==> config.mk <==
export PLATFORM = sky130hd
export DESIGN_NAME = spi_sram_ctrl
export DESIGN_NICKNAME = d
export VERILOG_FILES = /design/src/rtl/spi_sram_ctrl.sv
export SDC_FILE = /design/constraint.sdc
export NUM_CORES = 1
export LEC_CHECK = 0
export ABC_AREA = 1
export ABC_CLOCK_PERIOD_IN_PS = 3750
export BUFFER_PORTS_ARGS = -buffer_cell sky130_fd_sc_hd__buf_2
export CORE_MARGIN = 2
export CORE_UTILIZATION = 63
export DETAILED_ROUTE_END_ITERATION = 8
export PLACE_DENSITY_LB_ADDON = 0.08
export SYNTH_ARGS = -nofsm -noshare
export SYNTH_HDL_FRONTEND = slang
export SYNTH_SLANG_ARGS = --single-unit
==> constraint.sdc <==
create_clock -name clk -period 3.75 [get_ports clk]
set_clock_uncertainty 0.15 [all_clocks]
set_input_delay 0.375 -clock clk [delete_from_list [all_inputs] [get_ports clk]]
set_output_delay 0.375 -clock clk [all_outputs]
set_load 0.005 [all_outputs]
==> src/rtl/spi_sram_ctrl.sv <==
// Single-word SPI SRAM bridge for the x3q16 core: one 48-bit mode-0 frame per word,
// with a one-deep pending slot so requests arriving while busy are not lost.
module spi_sram_ctrl #(
    parameter int          CLK_DIV   = 2,
    parameter int          CS_GAP    = 4,
    parameter logic [15:0] CRIT_ADDR = 16'hFF00
) (
    input  logic        clk,
    input  logic        reset,
    input  logic        request,
    input  logic        request_type,
    input  logic [15:0] request_address,
    input  logic [15:0] data_out,
    output logic [15:0] memory_in,
    output logic        memory_ready,
    output logic        write_complete,
    output logic        memory_critical,
    output logic        busy,
    output logic        req_dropped,
    output logic        sclk,
    output logic        cs_n,
    output logic        mosi,
    input  logic        miso,
    output logic [1:0]  dbg_state
);

    localparam logic [1:0] S_IDLE  = 2'd0;
    localparam logic [1:0] S_SHIFT = 2'd1;
    localparam logic [1:0] S_DONE  = 2'd2;
    localparam logic [1:0] S_GAP   = 2'd3;

    localparam int DIV_W = (CLK_DIV > 1) ? $clog2(CLK_DIV) : 1;
    localparam int GAP_W = (CS_GAP > 1) ? $clog2(CS_GAP) : 1;
    localparam logic [DIV_W-1:0] DIV_LAST = DIV_W'(CLK_DIV - 1);
    localparam logic [GAP_W-1:0] GAP_LAST = GAP_W'(CS_GAP - 1);

    logic [1:0]       r_state;
    logic [DIV_W-1:0] r_div;
    logic [5:0]       r_bit;
    logic [GAP_W-1:0] r_gap;
    logic [47:0]      r_tx;
    logic [15:0]      r_rx;
    logic             r_type;
    logic [15:0]      r_addr;
    logic             r_pend_valid;
    logic             r_pend_type;
    logic [15:0]      r_pend_addr;
    logic [15:0]      r_pend_data;
    logic             r_sclk;
    logic             r_cs_n;
    logic             r_mosi;
    logic [15:0]      r_memory_in;
    logic             r_memory_ready;
    logic             r_write_complete;
    logic             r_memory_critical;
    logic             r_busy;

    logic        w_gap_end;
    logic        w_take_pend;
    logic        w_take_req;
    logic        w_start;
    logic        w_s_type;
    logic [15:0] w_s_addr;
    logic [15:0] w_s_data;
    logic [47:0] w_frame;
    logic        w_store;
    logic        w_drop;

    // A request seen on the last GAP cycle with an empty slot starts directly,
    // exactly as it would from IDLE; a full slot always wins the start instead.
    always_comb begin
        w_gap_end   = (r_state == S_GAP) && (r_gap == GAP_LAST);
        w_take_pend = w_gap_end && r_pend_valid;
        w_take_req  = request && ((r_state == S_IDLE) || (w_gap_end && !r_pend_valid));
        w_start     = w_take_pend || w_take_req;
        w_s_type    = w_take_pend ? r_pend_type : request_type;
        w_s_addr    = w_take_pend ? r_pend_addr : request_address;
        w_s_data    = w_take_pend ? r_pend_data : data_out;
        w_frame     = {(w_s_type ? 8'h02 : 8'h03), 7'b0, w_s_addr, 1'b0,
                       (w_s_type ? w_s_data : 16'h0000)};
        w_store     = request && !w_take_req && (!r_pend_valid || w_take_pend);
        w_drop      = request && !w_take_req && r_pend_valid && !w_take_pend;
    end

    always_ff @(posedge clk or negedge reset) begin
        if (!reset) begin
            r_state           <= S_IDLE;
            r_div             <= '0;
            r_bit             <= '0;
            r_gap             <= '0;
            r_tx              <= '0;
            r_rx              <= '0;
            r_type            <= 1'b0;
            r_addr            <= '0;
            r_pend_valid      <= 1'b0;
            r_pend_type       <= 1'b0;
            r_pend_addr       <= '0;
            r_pend_data       <= '0;
            r_sclk            <= 1'b0;
            r_cs_n            <= 1'b1;
            r_mosi            <= 1'b0;
            r_memory_in       <= '0;
            r_memory_ready    <= 1'b0;
            r_write_complete  <= 1'b0;
            r_memory_critical <= 1'b0;
            r_busy            <= 1'b0;
        end else begin
            r_memory_ready    <= 1'b0;
            r_write_complete  <= 1'b0;
            r_memory_critical <= 1'b0;

            if (w_take_pend) r_pend_valid <= 1'b0;
            if (w_store) begin
                r_pend_valid <= 1'b1;
                r_pend_type  <= request_type;
                r_pend_addr  <= request_address;
                r_pend_data  <= data_out;
            end

            case (r_state)
                S_SHIFT: begin
                    if (r_div != DIV_LAST) begin
                        r_div <= r_div + 1'b1;
                    end else begin
                        r_div <= '0;
                        if (!r_sclk) begin
                            r_sclk <= 1'b1;
                            r_rx   <= {r_rx[14:0], miso};
                        end else begin
                            r_sclk <= 1'b0;
                            if (r_bit == 6'd47) begin
                                r_state <= S_DONE;
                                r_mosi  <= 1'b0;
                            end else begin
                                r_bit  <= r_bit + 6'd1;
                                r_mosi <= r_tx[47];
                                r_tx   <= {r_tx[46:0], 1'b0};
                            end
                        end
                    end
                end
                S_DONE: begin
                    r_cs_n <= 1'b1;
                    if (r_type) begin
                        r_write_complete  <= 1'b1;
                        r_memory_critical <= (r_addr >= CRIT_ADDR);
                    end else begin
                        r_memory_in    <= r_rx;
                        r_memory_ready <= 1'b1;
                    end
                    r_gap   <= '0;
                    r_state <= S_GAP;
                end
                S_GAP: begin
                    if (!w_gap_end) begin
                        r_gap <= r_gap + 1'b1;
                    end else if (!w_start) begin
                        r_busy  <= 1'b0;
                        r_state <= S_IDLE;
                    end
                end
                default: ;
            endcase

            // Start of a frame: first bit is presented together with cs_n falling.
            if (w_start) begin
                r_state <= S_SHIFT;
                r_busy  <= 1'b1;
                r_cs_n  <= 1'b0;
                r_sclk  <= 1'b0;
                r_mosi  <= w_frame[47];
                r_tx    <= {w_frame[46:0], 1'b0};
                r_div   <= '0;
                r_bit   <= '0;
                r_type  <= w_s_type;
                r_addr  <= w_s_addr;
            end
        end
    end

    assign memory_in       = r_memory_in;
    assign memory_ready    = r_memory_ready;
    assign write_complete  = r_write_complete;
    assign memory_critical = r_memory_critical;
    assign busy            = r_busy;
    assign req_dropped     = w_drop;
    assign sclk            = r_sclk;
    assign cs_n            = r_cs_n;
    assign mosi            = r_mosi;
    assign dbg_state       = r_state;

endmodule

==> metrics.md <==
| Metric | Value |
|---|---|
| First-pass GRT wire length | `21100 microns` |
| Longest Clk Path Bufs | `2` |
| Fin nets | `830` |
| CP Data Required Time | `3.97 ns` |
| Mapped Area | `0.00621 sq mm` |
| Compound-Gate Fraction of Synth Area | `13.5%` |
| Critical R2R Launch | `dbg_state[0]$_DFFE_PN0P_` |
| Simple-Gate Fraction of Synth Area | `19.4%` |
| Fin worst setup slack | `0.745 ns` |
| Max VDD drop | `0.000289 V` |
| Arrival @ worst endpoint | `3.23 ns` |
| CP endpoint kind | `flop` |
| Area Overhead vs Synth | `18.8%` |
| Critical path peak fanout | `40` |
| Dpl hpwl | `7400 microns` |
| Drt drc | `0` |
| Synth warn | `0` |
| DR pass1 iterations | `5` |
| Asr flop ratio synth | `100%` |
| Internal Power | `0.00250 W` |
| Average size of a mapped cell | `8.75 sq um` |
| Cells on Worst Hold Path | `3` |
| Fmax | `0.333 GHz` |
| Number of max-cap violations | `0` |
| CTS tree | `built` |
| Final setup viols | `0` |
| Clock network power share | `49.5%` |
| Mux contribution to synthesized area | `1.45%` |
| Setup crit start kind | `flop` |
| Worst path max stage delay | `0.66 ns` |
| Clock Latency Late Sink | `0.51 ns` |
| Share of cells above drive strength 1 | `15.3%` |
| Critical path buffers and inverters | `2` |
| Core ar. | `0.00968 sq mm` |
| Status | `finished clean` |
| Synth area leaders | `dfrtp_1 (56%), nand2_1 (12%), o21ai_0 (7.7%)` |
| Chip Width | `103 microns` |
| Netlist cell types | `35` |
| Reg2reg path depth | `9` |
| Vias in the first global route | `4731` |
| CTS clk-pin slew, worst paths | `0.07 ns` |
| Comb power frac | `3.4%` |
| Cell family with most CP delay | `compound AO/OA/AOI/OAI gates` |
| Starting Density | `64.1%` |
| RSZ-0062 raised after global routing | `false` |
| Final GP Congestion | `0.781` |
| Post-synthesis sequential area ratio | `56.4%` |
| Remaining Overflow, GRT | `0` |
| Worst relative slew slack | `41.6%` |
| Largest net degree at the start of global routing | `94` |
| Clock sink count | `140` |
| Root Buffer | `clkbuf_8` |
| Critical path depth | `9` |
| Pre-CTS setup slack | `0.797 ns` |
| Routed WL per cell | `13.1 microns` |
| Syn_nets | `753` |
| Final Hold Fails | `0` |
| Setup bufs post-CTS | `0` |
| Top cell type's share of synthesized area | `56.0%` |
| Area share of fa/ha/maj cells after synthesis | `1.21%` |
| Psw | `0.000730 W` |
| Drt initial violations | `232` |
| Leading area contributor after synthesis | `dfrtp_1` |
| Cell chain of the critical path | `ha_1, nand2_2, inv_2, nand2_4, clkinv_2, o21ai_2, nand2_1, o21ai_0, o21ai_0` |
| Critical path class | `reg -> reg` |
| Placed cell areas | `0.00649 sq mm` |
| TritonCTS Buffers | `17` |
| Max-slew violations | `0` |
| # rows | `36` |
| Number of enable flip-flop cells after synthesis | `0` |
| Slew @ Worst Pin | `0.874 ns` |
| Final ANT Viol Nets | `0` |
| Synthesized flop and latch total | `140` |
| Crit path max-delay cell type | `o21ai_2` |
| H-tree depth | `4` |
| GRT Overall Usage | `25.2%` |
| Flop pwr share | `47.1%` |
| Die area | `0.0107 sq mm` |
| CTS Hold Bufs | `31` |
| Synth Instances | `710` |
| DR vias/cell | `5.23` |
| XOR/XNOR share of the synthesized area | `0.141%` |
| Post_cts resized | `0` |
| Setup TNS Final | `0 ns` |
| Min-delay src | `data_out[2]` |
| Crit path time final | `3.00 ns` |
| Final period util | `80.1%` |
| Ports | `63` |
| Total wire length | `12300 microns` |
| Port bufs | `62` |
| ANT cells | `0` |
| Initial antenna violation count | `0` |
| Cell mode on critical path | `o21ai_0` |
| Hold Crit Class | `in -> reg` |
| Synth Flop Type | `dfrtp_1` |
| Die height | `103 microns` |
| Largest family of logic cells by synthesized area | `simple AND/OR/NAND/NOR gates` |
| Vias | `4882` |
| Switch share | `22.6%` |
| Pwr/cell area | `438 mW/mm^2` |
| Static Leak | `3.73 nW` |
| Post-route cell area | `0.00738 sq mm` |
| Setup crit start | `dbg_state[0]$_DFFE_PN0P_` |
## area by class of cell
type	instances	area, sq um
sequential	140	3500
fill	698	2310
multi-input combinational	464	2220
timing repair buffer	98	664
clock buffer	19	442
inverter	66	249
tap	133	166
clock inverter	13	133
## worst paths after layout
kind | slack, ns | end
setup / recovery | 0.75 | r_tx[41]$_DFFE_PN0P_
hold / removal | 0.02 | r_pend_data[2]$_DFFE_PN0P_
setup reg to reg | 0.75 | r_tx[41]$_DFFE_PN0P_
hold reg to reg | 0.32 | memory_in[15]$_DFFE_PN0P_
max in group asynchronous | 2.21 | r_tx[47]$_DFFE_PN0P_
min in group asynchronous | 0.35 | r_gap[1]$_DFFE_PN0P_
## synthesized netlist by cell type (2+ instances only)
| master | n |
|---|---|
| ha_1 | 6 |
| dfrtp_1 | 139 |
| o21ai_1 | 14 |
| buf_2 | 17 |
| a21oi_1 | 20 |
| inv_1 | 63 |
| nand2_1 | 192 |
| a31oi_1 | 8 |
| buf_6 | 2 |
| nand3_1 | 33 |
| mux2_2 | 8 |
| nand3_2 | 2 |
| inv_2 | 2 |
| o21ai_0 | 96 |
| nand2_2 | 3 |
| o31ai_1 | 13 |
| buf_4 | 4 |
| nand2_4 | 3 |
| clkbuf_1 | 14 |
| nand4_1 | 3 |
| buf_8 | 2 |
| nor2_1 | 53 |
## tightest hold or removal path, cell delays in order
cell	delay, ns
buf_2	0.10
inv_1	0.07
o21ai_0	0.09
## per-layer routing
| metal | global-route usage (%) | share of wire, % | up-vias |
|---|---|---|---|
| met3 | 5.51 | 3.3 | 11 |
| met1 | 32.7 | 46 | 2311 |
| met2 | 43.6 | 50 | 104 |
| met4 | 6.28 | 0.86 | 0 |
| li1 | - | - | 2456 |
| met5 | 0 | 0 | - |
## layout by cell type (no fill, tap or decap), drive strengths merged, types with 4 or more instances in the layout
| cell type | count |
|---|---|
| inv | 70 |
| nor2 | 53 |
| nand4 | 4 |
| o31ai | 13 |
| o21ai | 111 |
| a21oi | 20 |
| a31oi | 8 |
| clkinv | 7 |
| mux2 | 8 |
| nand3 | 35 |
| nand2 | 198 |
| clkbuf | 19 |
| buf | 67 |
| dfrtp | 139 |
| dlygate4sd3 | 31 |
| ha | 6 |
## through the flow
stage	power [W]	util [%]	std cells	hold slack, ns
after floorplan	0.00158	-	710	-0.0706
after global placement	0.00163	67.0	870	0.303
after detailed placement	0.00164	67.0	870	0.308
after CTS	0.00325	76.2	933	0.0106
after global routing	0.00334	76.2	933	0.0202
final	0.00323	76.2	933	0.0156
## cells by family (layout without fill, tap and decap cells)
logic type,Yosys count,after routing
flops,140,140
compound gates,156,156
xor+xnor,1,1
buf+inv,106,196
simple gates,293,293
mux,8,8
fa+ha+maj,6,6
## state kept, by name, summed over array words and instances (netlist names), 2 cells and up
register and cells:
r_tx 47, memory_in 16, r_pend_addr 16, r_pend_data 16
r_rx 16, r_addr 8, r_bit 6, dbg_state 2
r_gap 2
## power by group through the flow
stage               sequential, W  clock [W]  combinational (W)
floorplan                 0.00155          0          0.0000278
global placement          0.00155          0          0.0000849
detailed placement        0.00155          0          0.0000864
CTS                       0.00152    0.00162           0.000111
global route              0.00152    0.00170           0.000125
finish                    0.00152    0.00160           0.000109
(Power assumes the default switching activity.)
